<file path="config.mk">
export PLATFORM = sky130hd
export DESIGN_NAME = car_controller
export DESIGN_NICKNAME = d
export VERILOG_FILES = /design/src/rtl/rideup_pkg.sv /design/src/rtl/call_register.sv /design/src/rtl/car_controller.sv
export SDC_FILE = /design/constraint.sdc
export NUM_CORES = 1
export LEC_CHECK = 0
export CORE_AREA = 2 2 99 101
export CTS_CLUSTER_SIZE = 8
export DETAILED_ROUTE_END_ITERATION = 16
export DIE_AREA = 0 0 101 103
export HOLD_SLACK_MARGIN = 0.06
export MAX_ROUTING_LAYER = met4
export SLEW_MARGIN = 20
export SYNTH_ARGS = -nofsm -noshare
export SYNTH_HDL_FRONTEND = slang
export SYNTH_SLANG_ARGS = --single-unit
</file>
<file path="constraint.sdc">
create_clock -name clock -period 3.6 [get_ports clock]
set_input_delay 0.36 -clock clock [delete_from_list [all_inputs] [get_ports clock]]
set_output_delay 0.36 -clock clock [all_outputs]
set_load 0.01 [all_outputs]
</file>
<file path="src/rtl/rideup_pkg.sv">
// Shared types and helpers for the per-car elevator controller.
// Floor numbers are FLOOR_W bits wide; call bitmaps are widened to MAX_FLOORS for the helpers.
package rideup_pkg;

  localparam int FLOOR_W    = 4;
  localparam int MAX_FLOORS = 1 << FLOOR_W;

  localparam logic [1:0] DIR_UP   = 2'b11;
  localparam logic [1:0] DIR_DN   = 2'b01;
  localparam logic [1:0] DIR_IDLE = 2'b00;

  typedef enum logic [1:0] {
    ST_IDLE,
    ST_MOVE,
    ST_DOOR
  } car_state_e;

  function automatic logic any_above(input logic [MAX_FLOORS-1:0] pend,
                                     input logic [FLOOR_W-1:0]    flr);
    logic hit;
    hit = 1'b0;
    for (int i = 0; i < MAX_FLOORS; i++) begin
      if (i > int'(flr)) hit = hit | pend[i];
    end
    return hit;
  endfunction

  function automatic logic any_below(input logic [MAX_FLOORS-1:0] pend,
                                     input logic [FLOOR_W-1:0]    flr);
    logic hit;
    hit = 1'b0;
    for (int i = 0; i < MAX_FLOORS; i++) begin
      if (i < int'(flr)) hit = hit | pend[i];
    end
    return hit;
  endfunction

endpackage

</file>
<file path="src/rtl/call_register.sv">
// Outstanding-call bitmap for one car: set/clear arbitration and above/below flags.
// With CAB_CALL_EN defined, in-car buttons are OR-ed into the bitmap every cycle.
module call_register
  import rideup_pkg::*;
#(
  parameter int NFLOORS = 16
) (
  input  logic                  clock,
  input  logic                  reset,
  input  logic                  set_valid,
  input  logic [FLOOR_W-1:0]    set_floor,
`ifdef CAB_CALL_EN
  input  logic [NFLOORS-1:0]    cab_call,
`endif
  input  logic [FLOOR_W-1:0]    cur_floor,
  input  logic                  hold,
  input  logic                  clr_valid,
  input  logic [FLOOR_W-1:0]    clr_floor,
  output logic [NFLOORS-1:0]    pending,
  output logic [MAX_FLOORS-1:0] req,
  output logic                  here_call,
  output logic                  above,
  output logic                  below
);

  localparam logic [MAX_FLOORS-1:0] VALID_MASK =
    MAX_FLOORS'((64'd1 << NFLOORS) - 64'd1);

  logic [MAX_FLOORS-1:0] set_vec;
  logic [MAX_FLOORS-1:0] clr_vec;
  logic [MAX_FLOORS-1:0] here_mask;
  logic [MAX_FLOORS-1:0] pending_next;

  // NOTE: every variable gets a default at the top of always_comb so no path infers a latch.
  always_comb begin
    set_vec   = '0;
    here_mask = MAX_FLOORS'(1) << cur_floor;
    if (set_valid && (32'(set_floor) < NFLOORS)) set_vec[set_floor] = 1'b1;
`ifdef CAB_CALL_EN
    set_vec = set_vec | (MAX_FLOORS'(cab_call) & VALID_MASK);
`endif
    here_call = |(set_vec & here_mask);
    // A stopped car serves its own floor by opening the door, not by latching a call.
    if (hold) set_vec = set_vec & ~here_mask;

    clr_vec = clr_valid ? (MAX_FLOORS'(1) << clr_floor) : '0;

    req          = MAX_FLOORS'(pending) | set_vec;
    pending_next = req & ~clr_vec;
    above        = any_above(req, cur_floor);
    below        = any_below(req, cur_floor);
  end

  always_ff @(posedge clock) begin
    if (reset) pending <= '0;
    else       pending <= pending_next[NFLOORS-1:0];
  end

endmodule

</file>
<file path="src/rtl/car_controller.sv">
// Per-car controller: collective up/down sweep, floor stepping and door timer.
// Optional CAB_CALL_EN adds the cab_call in-car button input.
module car_controller
  import rideup_pkg::*;
#(
  parameter int NFLOORS       = 16,
  parameter int TRAVEL_CYCLES = 8,
  parameter int DOOR_CYCLES   = 4
) (
  input  logic               clock,
  input  logic               reset,
  input  logic               grant,
  input  logic [FLOOR_W-1:0] obj,
`ifdef CAB_CALL_EN
  input  logic [NFLOORS-1:0] cab_call,
`endif
  output logic [5:0]         state,
  output logic               door_open,
  output logic               arrived,
  output logic [NFLOORS-1:0] pending
);

  localparam int TMAX = (TRAVEL_CYCLES > DOOR_CYCLES) ? TRAVEL_CYCLES : DOOR_CYCLES;
  localparam int TW   = (TMAX > 1) ? $clog2(TMAX) : 1;
  localparam logic [TW-1:0] TRAVEL_LOAD = TW'(TRAVEL_CYCLES - 1);
  localparam logic [TW-1:0] DOOR_LOAD   = TW'(DOOR_CYCLES - 1);

  car_state_e            fsm;
  logic [TW-1:0]         timer;
  logic [FLOOR_W-1:0]    floor;
  logic [1:0]            dir;

  logic [MAX_FLOORS-1:0] req;
  logic                  here_call;
  logic                  above;
  logic                  below;
  logic                  hold;
  logic                  step_blocked;
  logic [FLOOR_W-1:0]    next_floor;
  logic                  clr_valid;
  logic [FLOOR_W-1:0]    clr_floor;
  logic [1:0]            resume_dir;

  assign state = {floor, dir};
  assign hold  = (fsm != ST_MOVE);

  call_register #(.NFLOORS(NFLOORS)) u_calls (
    .clock     (clock),
    .reset     (reset),
    .set_valid (grant),
    .set_floor (obj),
`ifdef CAB_CALL_EN
    .cab_call  (cab_call),
`endif
    .cur_floor (floor),
    .hold      (hold),
    .clr_valid (clr_valid),
    .clr_floor (clr_floor),
    .pending   (pending),
    .req       (req),
    .here_call (here_call),
    .above     (above),
    .below     (below)
  );

  always_comb begin
    next_floor   = (dir == DIR_UP) ? floor + 1'b1 : floor - 1'b1;
    step_blocked = (dir == DIR_UP) ? (floor == FLOOR_W'(NFLOORS - 1)) : (floor == '0);
    // A step that would leave the shaft is suppressed and treated as a stop here.
    clr_valid    = (fsm == ST_MOVE) && (timer == '0) && (step_blocked || req[next_floor]);
    clr_floor    = step_blocked ? floor : next_floor;

    // Keep sweeping the current way if possible; idle cars and ties favour up.
    resume_dir = DIR_IDLE;
    if (dir == DIR_DN) begin
      if (below)      resume_dir = DIR_DN;
      else if (above) resume_dir = DIR_UP;
    end else begin
      if (above)      resume_dir = DIR_UP;
      else if (below) resume_dir = DIR_DN;
    end
  end

  // NOTE: sequential state uses non-blocking assignments so every register sees pre-edge values.
  always_ff @(posedge clock) begin
    if (reset) begin
      fsm       <= ST_IDLE;
      timer     <= '0;
      floor     <= '0;
      dir       <= DIR_IDLE;
      door_open <= 1'b0;
      arrived   <= 1'b0;
    end else begin
      arrived <= 1'b0;
      unique case (fsm)
        ST_IDLE: begin
          if (here_call) begin
            fsm       <= ST_DOOR;
            door_open <= 1'b1;
            arrived   <= 1'b1;
            timer     <= DOOR_LOAD;
          end else if (resume_dir != DIR_IDLE) begin
            fsm   <= ST_MOVE;
            dir   <= resume_dir;
            timer <= TRAVEL_LOAD;
          end
        end
        ST_MOVE: begin
          if (timer != '0) begin
            timer <= timer - 1'b1;
          end else begin
            if (!step_blocked) floor <= next_floor;
            if (clr_valid) begin
              fsm       <= ST_DOOR;
              door_open <= 1'b1;
              arrived   <= 1'b1;
              timer     <= DOOR_LOAD;
            end else begin
              timer <= TRAVEL_LOAD;
            end
          end
        end
        ST_DOOR: begin
          if (here_call) begin
            timer <= DOOR_LOAD;
          end else if (timer != '0) begin
            timer <= timer - 1'b1;
          end else begin
            door_open <= 1'b0;
            dir       <= resume_dir;
            if (resume_dir == DIR_IDLE) begin
              fsm   <= ST_IDLE;
              timer <= '0;
            end else begin
              fsm   <= ST_MOVE;
              timer <= TRAVEL_LOAD;
            end
          end
        end
        default: fsm <= ST_IDLE;
      endcase
    end
  end

endmodule

</file>
==> results of run 1 <==
where the power goes:
part,switching (mW),total (mW),internal [mW]
clock,0.137,0.412,0.275
combinational,0.492,0.820,0.328
sequential,0.0686,0.435,0.366
layout make-up:
| cell class | instances | area share (%) |
|---|---|---|
| Clock inverter | 3 | 1.896 |
| Multi-Input combinational cell | 287 | 59.39 |
| Tap cell | 114 | 4.156 |
| Sequential cell | 29 | 16.92 |
| Timing Repair Buffer | 55 | 14.22 |
| Clock buffer | 5 | 2.005 |
| Inverter | 13 | 1.422 |
critical path, cell delays in order (launching register included):
cell	delay [ns]
dfxtp_1	0.37
inv_1	0.16
ha_1	0.24
ha_1	0.27
or3b_1	0.36
a41oi_1	0.52
o21ai_1	0.14
nand2_1	0.10
a21oi_1	0.10
nor4_4	0.35
buf_4	0.21
nand2_1	0.09
o211a_1	0.23
o21a_1	0.16
logic make-up (layout without fill, tap and decap cells):
group,count (synthesis),in the layout,synth area share (%)
compound gates,132,132,34.56
simple gates,128,128,26.84
buf+inv,37,76,5.540
flops,29,29,21.07
fa+ha+maj,15,15,6.812
mux,7,7,3.587
xor+xnor,5,5,1.589
per-layer routing:
layer / GRT usage (%) / up-vias / share of wire [%]
li1: - / 1451 / -
met1: 26.31 / 1491 / 42
met2: 34.15 / 185 / 47
met3: 2.237 / 34 / 7.1
met4: 8.836 / 0 / 4.1
met5: - / - / 0
state kept, by name, indices dropped and copies added (netlist names):
name and cells:
timer 3, floor 4, arrived 1, u_calls.pending 16
fsm 2, door_open 1, dir 2
worst paths after layout:
check	cells past startpoint	slack, ns	end
max reg2reg	13	0.20	dir[1]$_SDFFE_PP0P_
min	2	0.56	door_open$_SDFFE_PP0P_
min reg2reg	2	0.56	door_open$_SDFFE_PP0P_
max	13	0.20	dir[1]$_SDFFE_PP0P_
layout by cell type (no fill, tap or decap), types with 5 or more instances in the layout:
master / count
nor2b_1: 7
a221oi_1: 6
a311oi_1: 6
nand4_1: 6
ha_1: 14
nor2_1: 25
clkdlybuf4s50_1: 30
buf_4: 25
nand2_1: 29
nand3b_1: 5
o22ai_1: 5
inv_1: 11
a211oi_1: 14
a31oi_1: 14
nand3_1: 7
a21oi_1: 33
nand2b_1: 5
nor3_1: 8
clkbuf_8: 5
or3b_1: 5
o21ai_0: 8
dfxtp_1: 29
timing repair:
action,4_1_cts,5_1_grt
setup endpoints to repair,0,7
resized for setup,0,5
setup buffers,0,0
endpoints found under the hold margin,0,0
metrics by stage:
step	total power [mW]	util, %
4_1_cts	1.660	36.11
6_report	1.667	36.28
3_3_place_gp	1.239	34.70
2_1_floorplan	0.9722	-
5_1_grt	1.772	36.28
3_5_place_dp	1.240	34.70
==> out/qor.csv, run 1 <==
stage,metric,value,unit
yosys,commonest register cell after synthesis,dfxtp_1,
worst_hold_path,Min-Delay Path Class,flop to flop,
placement,Place WS,-0.01283,ns
yosys,Synth cell types,74,
timing,setup slack after layout,0.2000,ns
timing,Fmax,294.1,MHz
clock_tree,# H-tree levels,2,
timing,RSZ-0062 raised after global routing,false,
floorplanning,Initial Util,29.13,%
global_route,aggregate global routing overflow,0,
final_layout,Finished Layout Cells,506,
pwr,Leak,1.199,nW
pwr,peak supply drop,0.4570,mV
yosys,syn nets,375,
placement,dpl cells,498,
yosys,Mapped Cells,353,
clock_tree,# hold bufs at CTS,0,
clock_tree,Root Driver,clkbuf_8,
yosys,"area leader, netlist",dfxtp_1,
yosys,Mapped Area,2755,sq um
setup_path,CP Max Fanout,7,
pwr,Pwr Density,485.7,nW/um^2
final_layout,FF/Latch Area,580.6,sq um
yosys,Mapped Avg Cell Area,7.805,sq um
setup_path,CP required,3.78,ns
drt,Vias,3161,
yosys,Synth Warn #,0,
clock_tree,CTS max path bufs,2,
yosys,"top cells by count, synth","a21oi_1, dfxtp_1, nand2_1",
timing,headroom to the max-slew limit,29.76,%
floorplanning,Core Area,9459,sq um
global_route,first-pass GRT wire length,16.35,mm
timing,Final Skew,0.005134,ns
placement,Post-Place Cell Area,3282,sq um
final_layout,Nets,413,
drt,Routed WL,10.56,mm
timing,Final min period,3.400,ns
timing,Hold Slack,0.5569,ns
setup_path,Worst EP arrival,3.58,ns
setup_path,CP Capture Type,flop,
final_layout,Diodes inserted,0,
clock_tree,"Clk Latency, worst-skew pair",0.29,ns
final_layout,Area growth syn-to-layout,24.57,%
floorplanning,I/O pin count,31,
final_layout,Filler Cell Count,1005,
yosys,Synth top area share,21.07,%
drt,Via-to-Cell Ratio,6.247,
floorplanning,die width,101,um
yosys,sequential area share after synthesis,21.07,%
global_route,largest net degree at the start of global routing,29,
drt,DR pass1 iterations,7,
floorplanning,row cnt,36,
clock_tree,CTS tree,built,
placement,DPL Wire Length,8.069,mm
placement,gpl congestion,0.9981,
setup_path,reg2reg start,floor[1]$_SDFFE_PP0P_,
timing,setup violators final,0,
drt,DR DRC count,0,
floorplanning,die area,10400,sq um
global_route,Total Routing Usage GR,20.89,%
timing,setup TNS,0,ns
timing,Worst Max-Slew Pin Slew,1.050,ns
setup_path,Setup crit start,floor[1]$_SDFFE_PP0P_,
clock_tree,CTS Sinks,29,
final_layout,share of layout cells above drive strength 1,15.31,%
timing,Pins Over Slew Limit,0,
drt,DRT antenna net count,0,
timing,Fin. Hold Viols,0,
floorplanning,Die Ht,103,um
worst_hold_path,hold path start,door_open$_SDFFE_PP0P_,
placement,port buffer count,30,
drt,Avg WL per Cell,20.86,um
yosys,Post-synth EDFFs,0,
yosys,synth top area cells,"dfxtp_1, ha_1, a21oi_1",
clock_tree,"Reg clk slew, reported paths",0.07,ns
drt,Iteration-0 DRC Markers,366,
final_layout,post-route cell area,3432,sq um
timing,fin crit share,94.44,%
global_route,initial antenna violation count,0,
setup_path,crit path launch type,flop,
final_layout,multi-input logic area,2038,sq um
yosys,Synth Register Bits,29,
job,Max-Cap Viols,0,
yosys,post-synthesis async set-or-reset flop share,0,%
global_route,vias in the first global route,2966,
clock_tree,Inserted Clock Buffers,5,
setup_path,CP Class,flop to flop,
yosys,"count leader, synth",a21oi_1,
run_status,status,"complete, no violations",
No activity file was read; power rests on OpenSTA's default activity.
==> inputs of run 2 (changes only) <==
--- a/config.mk
+++ b/config.mk
@@ -9,8 +9,10 @@
 export CTS_CLUSTER_SIZE = 8
 export DETAILED_ROUTE_END_ITERATION = 16
 export DIE_AREA = 0 0 101 103
+export GPL_TIMING_DRIVEN = 0
 export HOLD_SLACK_MARGIN = 0.06
 export MAX_ROUTING_LAYER = met4
+export PLACE_DENSITY = 0.43
 export SLEW_MARGIN = 20
 export SYNTH_ARGS = -nofsm -noshare
 export SYNTH_HDL_FRONTEND = slang
==> run 2 against run 1 <==
  * Non-clock buffer count increased by 1
  * Sequential share of layout area about the same
  * Setup slack about the same
  * First-iteration DRC count decreased by 4.4%
  * Critical endpoint unchanged
==> out/qor.csv, run 2 (same netlist as run 1, synthesis figures left out) <==
stage,metric,value,unit,change
global_route,aggregate global routing overflow,0,,unchanged
placement,Post-Place Cell Area,3168,sq um,-3.5%
timing,Fin. Hold Viols,0,,unchanged
placement,gpl congestion,1.003,,+0.51%
final_layout,Filler Cell Count,1012,,+0.70%
final_layout,Diodes inserted,0,,unchanged
global_route,largest net degree at the start of global routing,11,,-62%
pwr,sw frac,44.12,%,+2.3 points
floorplanning,row cnt,36,,unchanged
drt,DRT antenna net count,0,,unchanged
clock_tree,# H-tree levels,2,,unchanged
final_layout,Top Registers,"u_calls.pending x16, floor x4, timer x3",,
setup_path,CP Class,flop to flop,,
final_layout,Biggest register,u_calls.pending,,
floorplanning,Initial Util,29.13,%,unchanged
clock_tree,CTS Sinks,29,,unchanged
final_layout,max FFs per register,16,,unchanged
clock_tree,"Clk Latency, worst-skew pair",0.29,ns,about the same
pwr,internal power,913.2,uW,-5.8%
pwr,sequential power share,24.8,%,-1.3 points
floorplanning,Core Area,9459,sq um,unchanged
clock_tree,Root Driver,clkbuf_8,,
timing,Pins Over Slew Limit,0,,unchanged
worst_hold_path,hold path start,fsm[0]$_SDFFE_PP0P_,,
global_route,first-pass GRT wire length,17.01,mm,+4.0%
timing,Worst Max-Slew Pin Slew,0.7887,ns,-0.2615 ns
drt,DR DRC count,0,,unchanged
clock_tree,"Reg clk slew, reported paths",0.07,ns,about the same
final_layout,"commonest non-fill, non-tap cell in the layout",a21oi_1,,
final_layout,"commonest non-fill, non-tap cells in the layout","a21oi_1, nand2_1, dfxtp_1",,
setup_path,CP required,3.78,ns,about the same
setup_path,crit path launch type,flop,,
setup_path,r2r setup slk,0.20,ns,about the same
worst_hold_path,Min-Delay Path Class,flop to flop,,
floorplanning,die area,10400,sq um,unchanged
setup_path,Worst EP arrival,3.58,ns,about the same
run_status,status,"complete, no violations",,
final_layout,share of layout cells above drive strength 1,17.05,%,+1.7 points
timing,setup violators final,0,,unchanged
setup_path,CP Max Fanout,10,,+3
setup_path,r2r worst-path depth,13,,unchanged
pwr,Clock Power Share,22.1,%,-2.6 points
floorplanning,I/O pin count,31,,unchanged
pwr,combinational fraction of design power,53.1,%,+3.9 points
pwr,peak supply drop,0.2867,mV,-37%
floorplanning,Die Ht,103,um,unchanged
global_route,vias in the first global route,2938,,-0.94%
clock_tree,# hold bufs at CTS,0,,unchanged
job,Max-Cap Viols,0,,unchanged
global_route,Total Routing Usage GR,22.29,%,+1.4 points
timing,headroom to the max-slew limit,47.23,%,+17 points
timing,Hold Slack,0.5532,ns,-0.003769 ns
drt,Via-to-Cell Ratio,6.172,,-1.2%
placement,DPL Wire Length,8.476,mm,+5.1%
worst_hold_path,Hold Path Depth,2,,unchanged
clock_tree,CTS max path bufs,2,,unchanged
floorplanning,die width,101,um,unchanged
setup_path,reg2reg start,floor[0]$_SDFFE_PP0P_,,
placement,port buffer count,27,,-10%
pwr,Pwr Density,477.0,nW/um^2,-1.8%
drt,DR pass1 iterations,5,,-2
setup_path,RR Endpoint,dir[1]$_SDFFE_PP0P_,,
clock_tree,Inserted Clock Buffers,5,,unchanged
drt,Vias,3129,,-1.0%
global_route,initial antenna violation count,0,,unchanged
drt,Routed WL,11.17,mm,+5.8%
clock_tree,CTS tree,built,,
final_layout,post-route cell area,3426,sq um,-0.18%
setup_path,CP Capture Type,flop,,
timing,fin crit share,94.44,%,about the same
timing,Final Skew,0.007998,ns,+0.002864 ns
drt,Iteration-0 DRC Markers,350,,-4.4%
drt,Avg WL per Cell,22.03,um,+5.6%
timing,RSZ-0062 raised after global routing,false,,
timing,Fmax,294.1,MHz,about the same
worst_hold_path,Worst Hold Path EP,fsm[0]$_SDFFE_PP0P_,,
pwr,Leak,1.167,nW,-2.7%
final_layout,Area growth syn-to-layout,24.34,%,
timing,Final min period,3.400,ns,-0.0002960 ns
pwr,overall power,1.634,mW,-2.0%
final_layout,Nets,414,,+0.24%
pwr,NetSw,721.0,uW,+3.4%
==> run 2: cell types whose count changed in the layout (fill, tap and decap cells not counted), moves of 3 or more <==
cell	before	now
buf_2	0	8
ha_2	1	5
buf_4	25	6
ha_1	14	9
clkdlybuf4s50_1	30	27
clkbuf_1	0	11
==> run 2: per-layer routing <==
metal	wire, um	GRT usage, %	share of wire, %
met1	4691	28.96	42
met2	5092	35.03	46
met3	1054	3.729	9.4
met4	332	8.004	3.0
met5	0	-	0
==> run 2: timing repair <==
item / 4_1_cts / 5_1_grt
gates resized for setup: 6 / 24
buffers inserted: 5 / 0
endpoints found under the setup margin: 24 / 24
pin swaps: 2 / 1
==> run 2: through the flow <==
stage / instances / setup TNS (ns) / utilization, % / worst slack [ns]
floorplan: 353 / 0 / - / 0.4631
global placement: 494 / -8.653 / 33.49 / -0.5484
detailed placement: 494 / -6.229 / 33.49 / -0.4026
CTS: 507 / 0 / 35.37 / 0.01263
global route: 507 / 0 / 36.22 / 0.01363
finish: 507 / 0 / 36.22 / 0.2003
==> run 2: area by class of cell <==
| type | count | area [sq um] | area share (%) |
|---|---|---|---|
| inverter | 13 | 57.56 | 1.680 |
| sequential | 29 | 580.6 | 16.95 |
| clock inverter | 2 | 37.54 | 1.096 |
| timing repair buffer | 32 | 307.8 | 8.985 |
| tap | 114 | 142.6 | 4.164 |
| buffer | 24 | 110.1 | 3.214 |
| clock buffer | 6 | 82.58 | 2.411 |
| multi-input combinational | 287 | 2107 | 61.50 |
==> run 2: critical path: stages (launching register included) <==
cell and delay (ns):
dfxtp_1 0.36, clkbuf_4 0.24, inv_6 0.15, ha_4 0.20
ha_2 0.23, or3b_1 0.40, a22o_1 0.26, a211oi_2 0.26
o221a_1 0.21, o211ai_1 0.17, nor2_2 0.27, nand2_1 0.13
o211a_1 0.23, o21a_1 0.16
==> run 2: power groups by stage <==
stage / clock (mW) / combinational [mW] / sequential, mW
global placement: 0 / 0.826 / 0.412
CTS: 0.366 / 0.835 / 0.405
floorplan: 0 / 0.558 / 0.414
detailed placement: 0 / 0.816 / 0.413
finish: 0.362 / 0.867 / 0.405
global route: 0.378 / 0.942 / 0.413
==> run 2: worst max-delay path by stage <==
stage                     startpoint                        endpoint  depth (start not counted)
3_3_place_gp   floor[1]$_SDFFE_PP0P_  u_calls.pending[15]$_SDFF_PP0_                         11
3_5_place_dp   floor[1]$_SDFFE_PP0P_  u_calls.pending[15]$_SDFF_PP0_                         11
5_1_grt        floor[0]$_SDFFE_PP0P_             dir[1]$_SDFFE_PP0P_                         13
2_1_floorplan  floor[0]$_SDFFE_PP0P_             dir[1]$_SDFFE_PP0P_                         13
6_report       floor[0]$_SDFFE_PP0P_             dir[1]$_SDFFE_PP0P_                         13
4_1_cts        floor[0]$_SDFFE_PP0P_          door_open$_SDFFE_PP0P_                         12
==> inputs of run 3 (changes only) <==
--- a/config.mk
+++ b/config.mk
@@ -5,10 +5,10 @@
 export SDC_FILE = /design/constraint.sdc
 export NUM_CORES = 1
 export LEC_CHECK = 0
-export CORE_AREA = 2 2 99 101
+export CORE_AREA = 2 2 101 103
 export CTS_CLUSTER_SIZE = 8
 export DETAILED_ROUTE_END_ITERATION = 16
-export DIE_AREA = 0 0 101 103
+export DIE_AREA = 0 0 103 105
 export GPL_TIMING_DRIVEN = 0
 export HOLD_SLACK_MARGIN = 0.06
 export MAX_ROUTING_LAYER = met4
@@ -16,4 +16,5 @@
 export SLEW_MARGIN = 20
 export SYNTH_ARGS = -nofsm -noshare
 export SYNTH_HDL_FRONTEND = slang
+export SYNTH_HIERARCHICAL = 1
 export SYNTH_SLANG_ARGS = --single-unit
==> run 3 against run 2 <==
  * Clock skew down 0.0028 ns
  * Sequential share of layout area down 0.17 points
  * Fmax down 1.7%
  * Global-route usage down 2.8 points
  * Non-clock buffer count down 4
  * Highest routed layer unchanged
  * Clock power down 25%
  * First-iteration DRC count down 63%
  * Wire length down 10%
  * Die area up 4.0%
==> out/qor.csv, run 3 <==
stage,metric,value,unit,change
run_status,status,"complete, no violations",,
final_layout,"commonest non-fill, non-tap cell in the layout",nor2_1,,
floorplanning,Initial Util,29.78,%,+0.65 points
final_layout,Diodes inserted,0,,unchanged
global_route,vias in the first global route,2908,,-1.0%
yosys,Mapped Avg Cell Area,7.634,sq um,-2.2%
drt,DRT antenna net count,0,,unchanged
global_route,global routing's busiest layer,met2,,
timing,setup slack after layout,0.1425,ns,-0.05776 ns
global_route,largest net degree at the start of global routing,17,,+6
worst_hold_path,Min-Delay Path Class,input port to flop,,
yosys,Mapped Cells,376,,+6.5%
floorplanning,Die Ht,105,um,+1.9%
pwr,NetSw,743.9,uW,+3.2%
yosys,Mapped Area,2870,sq um,+4.2%
setup_path,CP Capture Type,flop,,
clock_tree,Inserted Clock Buffers,5,,unchanged
drt,Vias,3007,,-3.9%
floorplanning,die area,10820,sq um,+4.0%
final_layout,Finished Layout Cells,546,,+7.7%
placement,dpl cells,537,,+8.7%
yosys,Post-synth EDFFs,0,,unchanged
global_route,first-pass GRT wire length,15.84,mm,-6.9%
yosys,"count leader, synth",nor2_1,,
pwr,sw frac,46.22,%,+2.1 points
timing,RSZ-0062 raised after global routing,true,,
floorplanning,die width,103,um,+2.0%
drt,Iteration-0 DRC Markers,129,,-63%
global_route,aggregate global routing overflow,0,,unchanged
pwr,Pwr Density,465.2,nW/um^2,-2.5%
final_layout,"commonest non-fill, non-tap cells in the layout","nor2_1, a21oi_1, dfxtp_1",,
yosys,syn nets,392,,+4.5%
yosys,Synth Area in Adders,4.185,%,-2.6 points
setup_path,r2r setup slk,0.14,ns,-0.06 ns
placement,Place WS,-0.4837,ns,-0.08116 ns
timing,Fin. Hold Viols,0,,unchanged
final_layout,Biggest register,u_calls/pending,,
yosys,post-synthesis mux area share,4.534,%,+0.95 points
global_route,initial antenna violation count,0,,unchanged
yosys,"top cells by count, synth","nor2_1, a21oi_1, dfxtp_1",,
final_layout,share of layout cells above drive strength 1,16.22,%,-0.83 points
final_layout,multi-input logic area,2064,sq um,-2.0%
clock_tree,"Clk Latency, worst-skew pair",0.28,ns,about the same
timing,headroom to the max-slew limit,42.34,%,-4.9 points
clock_tree,CTS max path bufs,2,,unchanged
timing,Pins Over Slew Limit,0,,unchanged
timing,Final Skew,0.005159,ns,-0.002839 ns
yosys,complex-gate fraction of the synthesized area,33.70,%,-0.86 points
final_layout,Top Registers,"u_calls/pending x16, floor x4, timer x3",,
clock_tree,CTS tree,built,,
pwr,peak supply drop,0.2548,mV,-11%
placement,gpl congestion,0.8957,,-11%
final_layout,max FFs per register,16,,unchanged
global_route,Total Routing Usage GR,19.47,%,-2.8 points
timing,Worst Max-Slew Pin Slew,0.8559,ns,+0.06720 ns
final_layout,Nets,428,,+3.4%
setup_path,crit path launch type,flop,,
final_layout,FF/Latch Area,580.6,sq um,unchanged
placement,DPL Wire Length,7.744,mm,-8.6%
pwr,Clock Power Share,16.9,%,-5.2 points
global_route,GR Util met3,2.207,%,-1.5 points
setup_path,CP Max Fanout,10,,unchanged
yosys,post-synthesis async set-or-reset flop share,0,%,unchanged
floorplanning,I/O pin count,31,,unchanged
setup_path,Worst EP arrival,3.63,ns,+0.05 ns
global_route,M2 GR Usage,31.77,%,-3.3 points
floorplanning,row cnt,36,,unchanged
timing,Final min period,3.457,ns,+0.05776 ns
final_layout,Filler Cell Count,1077,,+6.4%
drt,Via-to-Cell Ratio,5.507,,-11%
drt,DR DRC count,0,,unchanged
timing,fin crit share,96.04,%,+1.6 points
clock_tree,Root Driver,clkbuf_8,,
yosys,post-synthesis xor/xnor area fraction,1.177,%,-0.41 points
yosys,main combinational cell family by area after synthesis,compound AO/OA/AOI/OAI gates,,
clock_tree,# H-tree levels,2,,unchanged
pwr,Leak,1.304,nW,+12%
yosys,Synth top area share,20.23,%,-0.85 points
yosys,commonest register cell after synthesis,dfxtp_1,,
pwr,sequential power share,26.6,%,+1.8 points
timing,Hold Slack,0.5031,ns,-0.05012 ns
clock_tree,"Reg clk slew, reported paths",0.07,ns,about the same
timing,setup violators final,0,,unchanged
clock_tree,CTS Sinks,29,,unchanged
drt,DR pass1 iterations,5,,unchanged
floorplanning,Core Area,9639,sq um,+1.9%
pwr,internal power,865.4,uW,-5.2%
setup_path,CP required,3.78,ns,about the same
timing,Fmax,289.2,MHz,-1.7%
yosys,Synth cell types,77,,+4.1%
pwr,combinational fraction of design power,56.5,%,+3.4 points
final_layout,Area growth syn-to-layout,20.53,%,
yosys,sequential area share after synthesis,20.23,%,-0.85 points
yosys,Synth Warn #,6,,+6
drt,Routed WL,10.04,mm,-10%
setup_path,CP Class,flop to flop,,
yosys,synth top area cells,"dfxtp_1, a21oi_1, nor2_1",,
yosys,simple-gate share of the synthesized area,26.63,%,-0.20 points
placement,port buffer count,28,,+3.7%
yosys,Synth Register Bits,29,,unchanged
drt,Avg WL per Cell,18.38,um,-17%
global_route,grt met1 use,25.39,%,-3.6 points
clock_tree,# hold bufs at CTS,0,,unchanged
job,Max-Cap Viols,0,,unchanged
yosys,"area leader, netlist",dfxtp_1,,
run 3: changes by cell type after synthesis, sizes merged, moves of 7 or more:
cell / change
nand3: +8
and2: +9
a21o: +12
a31oi: -11
nor2: +13
inv: +8
ha: -7
o21ai: +18
run 3: path summary, 6_finish.rpt:
path              depth (start not counted)                    from                            end
setup / recovery                         15     fsm[0]$_SDFFE_PP0P_  u_calls/pending[5]$_SDFF_PP0_
hold / removal                            2                   reset          floor[3]$_SDFFE_PP0P_
setup reg to reg                         15     fsm[0]$_SDFFE_PP0P_  u_calls/pending[5]$_SDFF_PP0_
hold reg to reg                           2  door_open$_SDFFE_PP0P_         door_open$_SDFFE_PP0P_
run 3: worst max-delay path, cell delays in order (launching register included):
cell and delay [ns]:
dfxtp_1 0.45, ha_4 0.23, inv_1 0.10, buf_4 0.19
and3b_1 0.23, a211oi_2 0.25, nor2_1 0.09, inv_1 0.06
mux2i_1 0.06, mux4_2 0.49, o21bai_1 0.20, o21a_2 0.18
a21oi_4 0.17, nor3b_4 0.28, a31oi_1 0.14, and2_1 0.21
run 3: kinds of logic (layout without fill, tap and decap cells):
logic type,Yosys count,after routing
AND/OR/NAND/NOR,146,146
AO/OA/AOI/OAI,137,137
buffers and inverters,44,81
flip-flops,29,29
adder cells (fa/ha/maj),9,9
multiplexers,8,8
XOR/XNOR,3,3
run 3: stage by stage:
stage | power, mW | utilization, % | setup TNS (ns) | instance area [sq um]
2_1_floorplan | 1.059 | - | 0 | 2870
3_3_place_gp | 1.309 | 34.41 | -3.079 | 3317
3_5_place_dp | 1.306 | 34.41 | -3.384 | 3317
4_1_cts | 1.611 | 35.55 | 0 | 3427
5_1_grt | 1.737 | 35.89 | -0.07181 | 3460
6_report | 1.609 | 35.89 | 0 | 3460
run 3: power groups by stage:
| stage | clock, mW | sequential, mW | combinational, mW |
|---|---|---|---|
| 4_1_cts | 0.286 | 0.428 | 0.897 |
| 5_1_grt | 0.294 | 0.439 | 1.00 |
| 3_3_place_gp | 0 | 0.433 | 0.876 |
| 3_5_place_dp | 0 | 0.432 | 0.874 |
| 6_report | 0.272 | 0.428 | 0.910 |
| 2_1_floorplan | 0 | 0.430 | 0.629 |
run 3: final cells by class:
type	instances	area share [%]
multi-input combinational	303	59.67
tap	133	4.810
buffer	22	5.063
timing repair buffer	30	8.535
sequential	29	16.78
clock buffer	6	2.098
clock inverter	2	0.2893
inverter	21	2.749
run 3: metal layers:
metal  vias up  share of wire, %
met5         -                 0
li1       1463                 -
met1      1438                46
met4         0               2.0
met2        90                48
met3        16               4.1
run 3: timing repair:
item                                    CTS  global route
pin swaps                                 0             3
gates resized for setup                   5             5
setup buffers                             0             2
endpoints found under the setup margin   20            20
==> edit 1, RTL diff (config.mk and constraints of run 3) <==
Re-encode `car_state_e` (3 states) as one-hot, 3 bits wide.
--- a/src/rtl/rideup_pkg.sv
+++ b/src/rtl/rideup_pkg.sv
@@ -9,10 +9,10 @@
   localparam logic [1:0] DIR_DN   = 2'b01;
   localparam logic [1:0] DIR_IDLE = 2'b00;
 
-  typedef enum logic [1:0] {
-    ST_IDLE,
-    ST_MOVE,
-    ST_DOOR
+  typedef enum logic [2:0] {
+    ST_IDLE = 3'b001,
+    ST_MOVE = 3'b010,
+    ST_DOOR = 3'b100
   } car_state_e;
 
   function automatic logic any_above(input logic [MAX_FLOORS-1:0] pend,
Formal check against the unedited RTL: no difference found for any inputs over 10 cycles, from zero or initial values and one cycle with reset high; not proved beyond that.
==> edit 1 against run 3 <==
Worst setup slack better by 0.049 ns. Highest routed layer unchanged. Final cell count down 3.5%. Design area decreased by 1.6%. Total power decreased by 9.1%. Sequential cell count increased by 1. Fmax is 1.4% higher. Largest power group unchanged. Area after synthesis is 3.4% lower. Clock skew up 0.0011 ns. Clock power grew 5%. Wire length is 5.1% lower.
==> edit 1: results (changes against run 3) <==
[outcome]
outcome=finished, final reports clean  ; unchanged

[drt]
drt_iter0_drc=204  ; was 129
wl_per_cell_um=18.1  ; was 18.4 um
vias_per_cell=5.54  ; was 5.51
dr_wl_met3_um=563  ; was 414 um
wl_met2_um=4670  ; was 4840 um
met1Wirelength_um=4130  ; was 4580 um

[grt]
use_met3_pct=2.07  ; was 2.21%
track_usage_pct=18.4  ; was 19.5%
met1_usage_pct=23.7  ; was 25.4%
antenna_found_initial=0  ; unchanged
grt_max_degree=16  ; was 17
grt_util_met2_pct=29.5  ; was 31.8%
grt_first_pass_wirelength_um=15200  ; was 15800 um
grt_pass1_vias=2817  ; was 2908

[final_layout]
nClkBuffers=7  ; was 6
clock_area_share_pct=2.68  ; was 2.39%
multi_input_area_share_pct=59.1  ; was 59.7%
n_all_buffers=51  ; was 52
seq-cell-share_pct=17.8  ; was 16.8%
fin_nets=405  ; was 428
inverters=17  ; was 21
n_antenna_cell=0  ; unchanged
fill_cells=1054  ; was 1077
multi_input_cells=288  ; was 303
drive_gt1_share_pct=15.2  ; was 16.2%
bufAreaShareNonClock_pct=13.7  ; was 13.6%
reg_top3=u_calls/pending x16, floor x4  ; was u_calls/pending x16, floor x4, timer x3

[worst_setup_path]
slowest_delay_ns=0.60  ; was 0.49 ns
crit_path_top_delay_cell=mux4_1  ; was mux4_2
worstPathMaxFanout=7  ; was 10
worstRegToRegCells=10  ; was 15
path_delay_family=multiplexers  ; was compound AO/OA/AOI/OAI gates
arrival_ns=3.58  ; was 3.63 ns

[placed_design]
dp_hpwl_um=7260  ; was 7740 um
place_area_um2=3230  ; was 3320 um^2
io_buffers=29  ; was 28
gp_congestion=0.848  ; was 0.896
post-place-ws_ns=-0.149  ; was -0.484 ns

[power]
p_leak_nw=1.31  ; was 1.30 nW
p_int_uw=840  ; was 865 uW
ir_drop_uv=251  ; was 255 uV

[yosys]
ys_warn_count=6  ; unchanged
synth_commonest_cells=nor2_1 (39), dfxtp_1 (30), a21oi_1 (26), nand2_1 (26)  ; was nor2_1 (38), a21oi_1 (31), dfxtp_1 (29)
syn-num-nets=367  ; was 392
synth_seq_cells=30  ; was 29
yosys-top-cells-area=dfxtp_1 (22%), nor2_1 (5.3%), a21oi_1 (4.7%), a211oi_1 (3.8%), mux4_1 (3.8%)  ; was dfxtp_1 (20%), a21oi_1 (5.4%), nor2_1 (5.0%), o21ai_0 (4.4%), ha_1 (3.5%)
async_reset_ff_share_pct=0  ; unchanged
synth.yosys.seq_area_share_pct=21.7  ; was 20.2%

[clocking]
cts_htree_levels=2  ; unchanged
clock-root-buffer=clkbuf_8  ; unchanged
postCtsResizedCells=2  ; was 5
post_cts_buffers=0  ; unchanged
ctsLongestPathBuffers=2  ; unchanged
cts_buffers=5  ; unchanged

[sta]
tightest_slew_ns=0.691  ; was 0.856 ns
fin_skew_ns=0.00628  ; was 0.00516 ns

[worst_hold_path]
whs_path_depth=1  ; was 2
hold_path_class=flop to flop  ; was input pin to flop

[edit 1: cell types whose count changed in the layout (fill, tap and decap cells not counted), moves of 4 or more]
| cell | before | now |
|---|---|---|
| o21ai_0 | 25 | 12 |
| a21oi_1 | 31 | 25 |
| a211oi_1 | 9 | 14 |
| inv_1 | 19 | 14 |
| mux4_1 | 0 | 4 |
| or3_1 | 2 | 6 |
[edit 1: logic make-up after synthesis]
| group | after synthesis | synth area share (%) |
|---|---|---|
| DFF | 30 | 21.7 |
| buffers and inverters | 37 | 8.03 |
| and+or+nand+nor | 155 | 29.7 |
| muxes | 7 | 5.05 |
| AOI/OAI and AO/OA | 117 | 31.0 |
| xor gates and xnor gates | 4 | 2.03 |
| adders and majority gates | 5 | 2.53 |
[edit 1: power by group through the flow]
stage / logic, mW / registers, mW / clock network [mW]
6_report: 0.728 / 0.451 / 0.285
5_1_grt: 0.802 / 0.460 / 0.314
4_1_cts: 0.703 / 0.447 / 0.297
3_5_place_dp: 0.691 / 0.454 / 0
3_3_place_gp: 0.698 / 0.455 / 0
2_1_floorplan: 0.501 / 0.446 / 0
[edit 1: metrics by stage]
stage | util [%] | TNS (ns) | power [mW] | cells
after CTS | 34.6 | 0 | 1.45 | 525
final | 35.3 | 0 | 1.46 | 527
after global routing | 35.3 | 0 | 1.58 | 527
after floorplan | - | 0 | 0.947 | 355
after global placement | 33.5 | -0.645 | 1.15 | 517
after detailed placement | 33.5 | -0.476 | 1.14 | 517
[edit 1: worst paths after layout]
path	startpoint	end	slack, ns
max reg2reg	dir[0]	u_calls/pending[6]	0.19
max	dir[0]	u_calls/pending[6]	0.19
min	timer[0]	timer[0]	0.47
min reg2reg	timer[0]	timer[0]	0.47
==> edit 2, RTL diff (config.mk and constraints of run 3) <==
Made on the original files. Build with the macro `CAB_CALL_EN` defined.
--- a/src/rtl/call_register.sv
+++ b/src/rtl/call_register.sv
@@ -1,5 +1,7 @@
 // Outstanding-call bitmap for one car: set/clear arbitration and above/below flags.
 // With CAB_CALL_EN defined, in-car buttons are OR-ed into the bitmap every cycle.
+`define CAB_CALL_EN
+
 module call_register
   import rideup_pkg::*;
 #(
Interface: changed (added cab_call); port bits go from 31 to 47. No check against the original RTL was run, so the function may have changed too.
==> edit 2 against run 3 <==
Combinational power is 20% lower. Worst setup slack better by 0.014 ns. Die area stayed put. Register-to-register slack better by 0.07 ns. Total power is 10% lower. First-iteration DRC count is 13% higher. Critical path depth is 1 lower. Sequential share of layout area is 0.073 points lower. Sequential cell count stayed put. Fmax is 0.40% higher. Wire length hardly changed. Area after synthesis is 7.3% lower. Design area is 0.87% higher. Largest cell class unchanged.
==> edit 2: results (changes against run 3) <==
[outcome]
outcome=finished, final reports clean  ; unchanged

[final_layout]
multi_input_cells=299  ; was 303
final_area_um2=3490  ; was 3460 um^2
clock_area_share_pct=2.47  ; was 2.39%
multi_input_area_um2=1990  ; was 2060 um^2
bufAreaShareNonClock_pct=16.3  ; was 13.6%
fin_nets=457  ; was 428
fill_cells=1099  ; was 1077
fin_util_pct=36.2  ; was 35.9%

[power]
clk-power_uw=277  ; was 272 uW
combPwrFrac_pct=50.5  ; was 56.5%
swShare_pct=42.8  ; was 46.2%
p_leak_nw=1.24  ; was 1.30 nW
ir_drop_uv=289  ; was 255 uV
p_comb_uw=730  ; was 910 uW

[placed_design]
placed_cells=548  ; was 537
gp_congestion=0.918  ; was 0.896
io_buffers=46  ; was 28

[drt]
via_count=2986  ; was 3007
dr_wl_met3_um=518  ; was 414 um
totalWireLength_um=10000  ; about the same

[grt]
grt_max_degree=16  ; was 17
met1_usage_pct=25.2  ; was 25.4%

[worst_setup_path]
worstPathMaxFanout=4  ; was 10

[yosys]
yosys-top-cells-area=dfxtp_1 (22%), a21oi_1 (6.4%), nor2_1 (5.2%), nand3_1 (4.1%), nand2_1 (3.8%)  ; was dfxtp_1 (20%), a21oi_1 (5.4%), nor2_1 (5.0%), o21ai_0 (4.4%), ha_1 (3.5%)
synth_compound_area_share_pct=33.7  ; about the same
synth.distinct_cells=57  ; was 77
synth.yosys.seq_area_share_pct=21.8  ; was 20.2%

## edit 2: changes by cell type in the layout (fill, tap and decap cells not counted), sizes merged, moves of 4 or more
cell | before | now
o21bai | 3 | 13
clkdlybuf4s50 | 28 | 46
nand3 | 16 | 22
a21o | 12 | 5
o31ai | 1 | 7
clkbuf | 17 | 9
and2 | 12 | 6
a211oi | 14 | 9
o21ai | 28 | 21
inv | 20 | 25
mux2i | 5 | 9
## edit 2: final timing paths
check,startpoint,endpoint,slack [ns],depth (start not counted)
hold reg to reg,timer[1],timer[1],0.52,2
hold / removal,timer[1],timer[1],0.52,2
setup / recovery,grant,u_calls/pending[1],0.16,14
setup reg to reg,fsm[1],u_calls/pending[7],0.21,14
## edit 2: cells by family (layout without fill, tap and decap cells)
family,Yosys count,count (layout)
AOI/OAI and AO/OA,134,134
xor gates and xnor gates,2,2
adders and majority gates,9,9
buffers and inverters,41,98
DFF,29,29
muxes,11,11
and+or+nand+nor,143,143
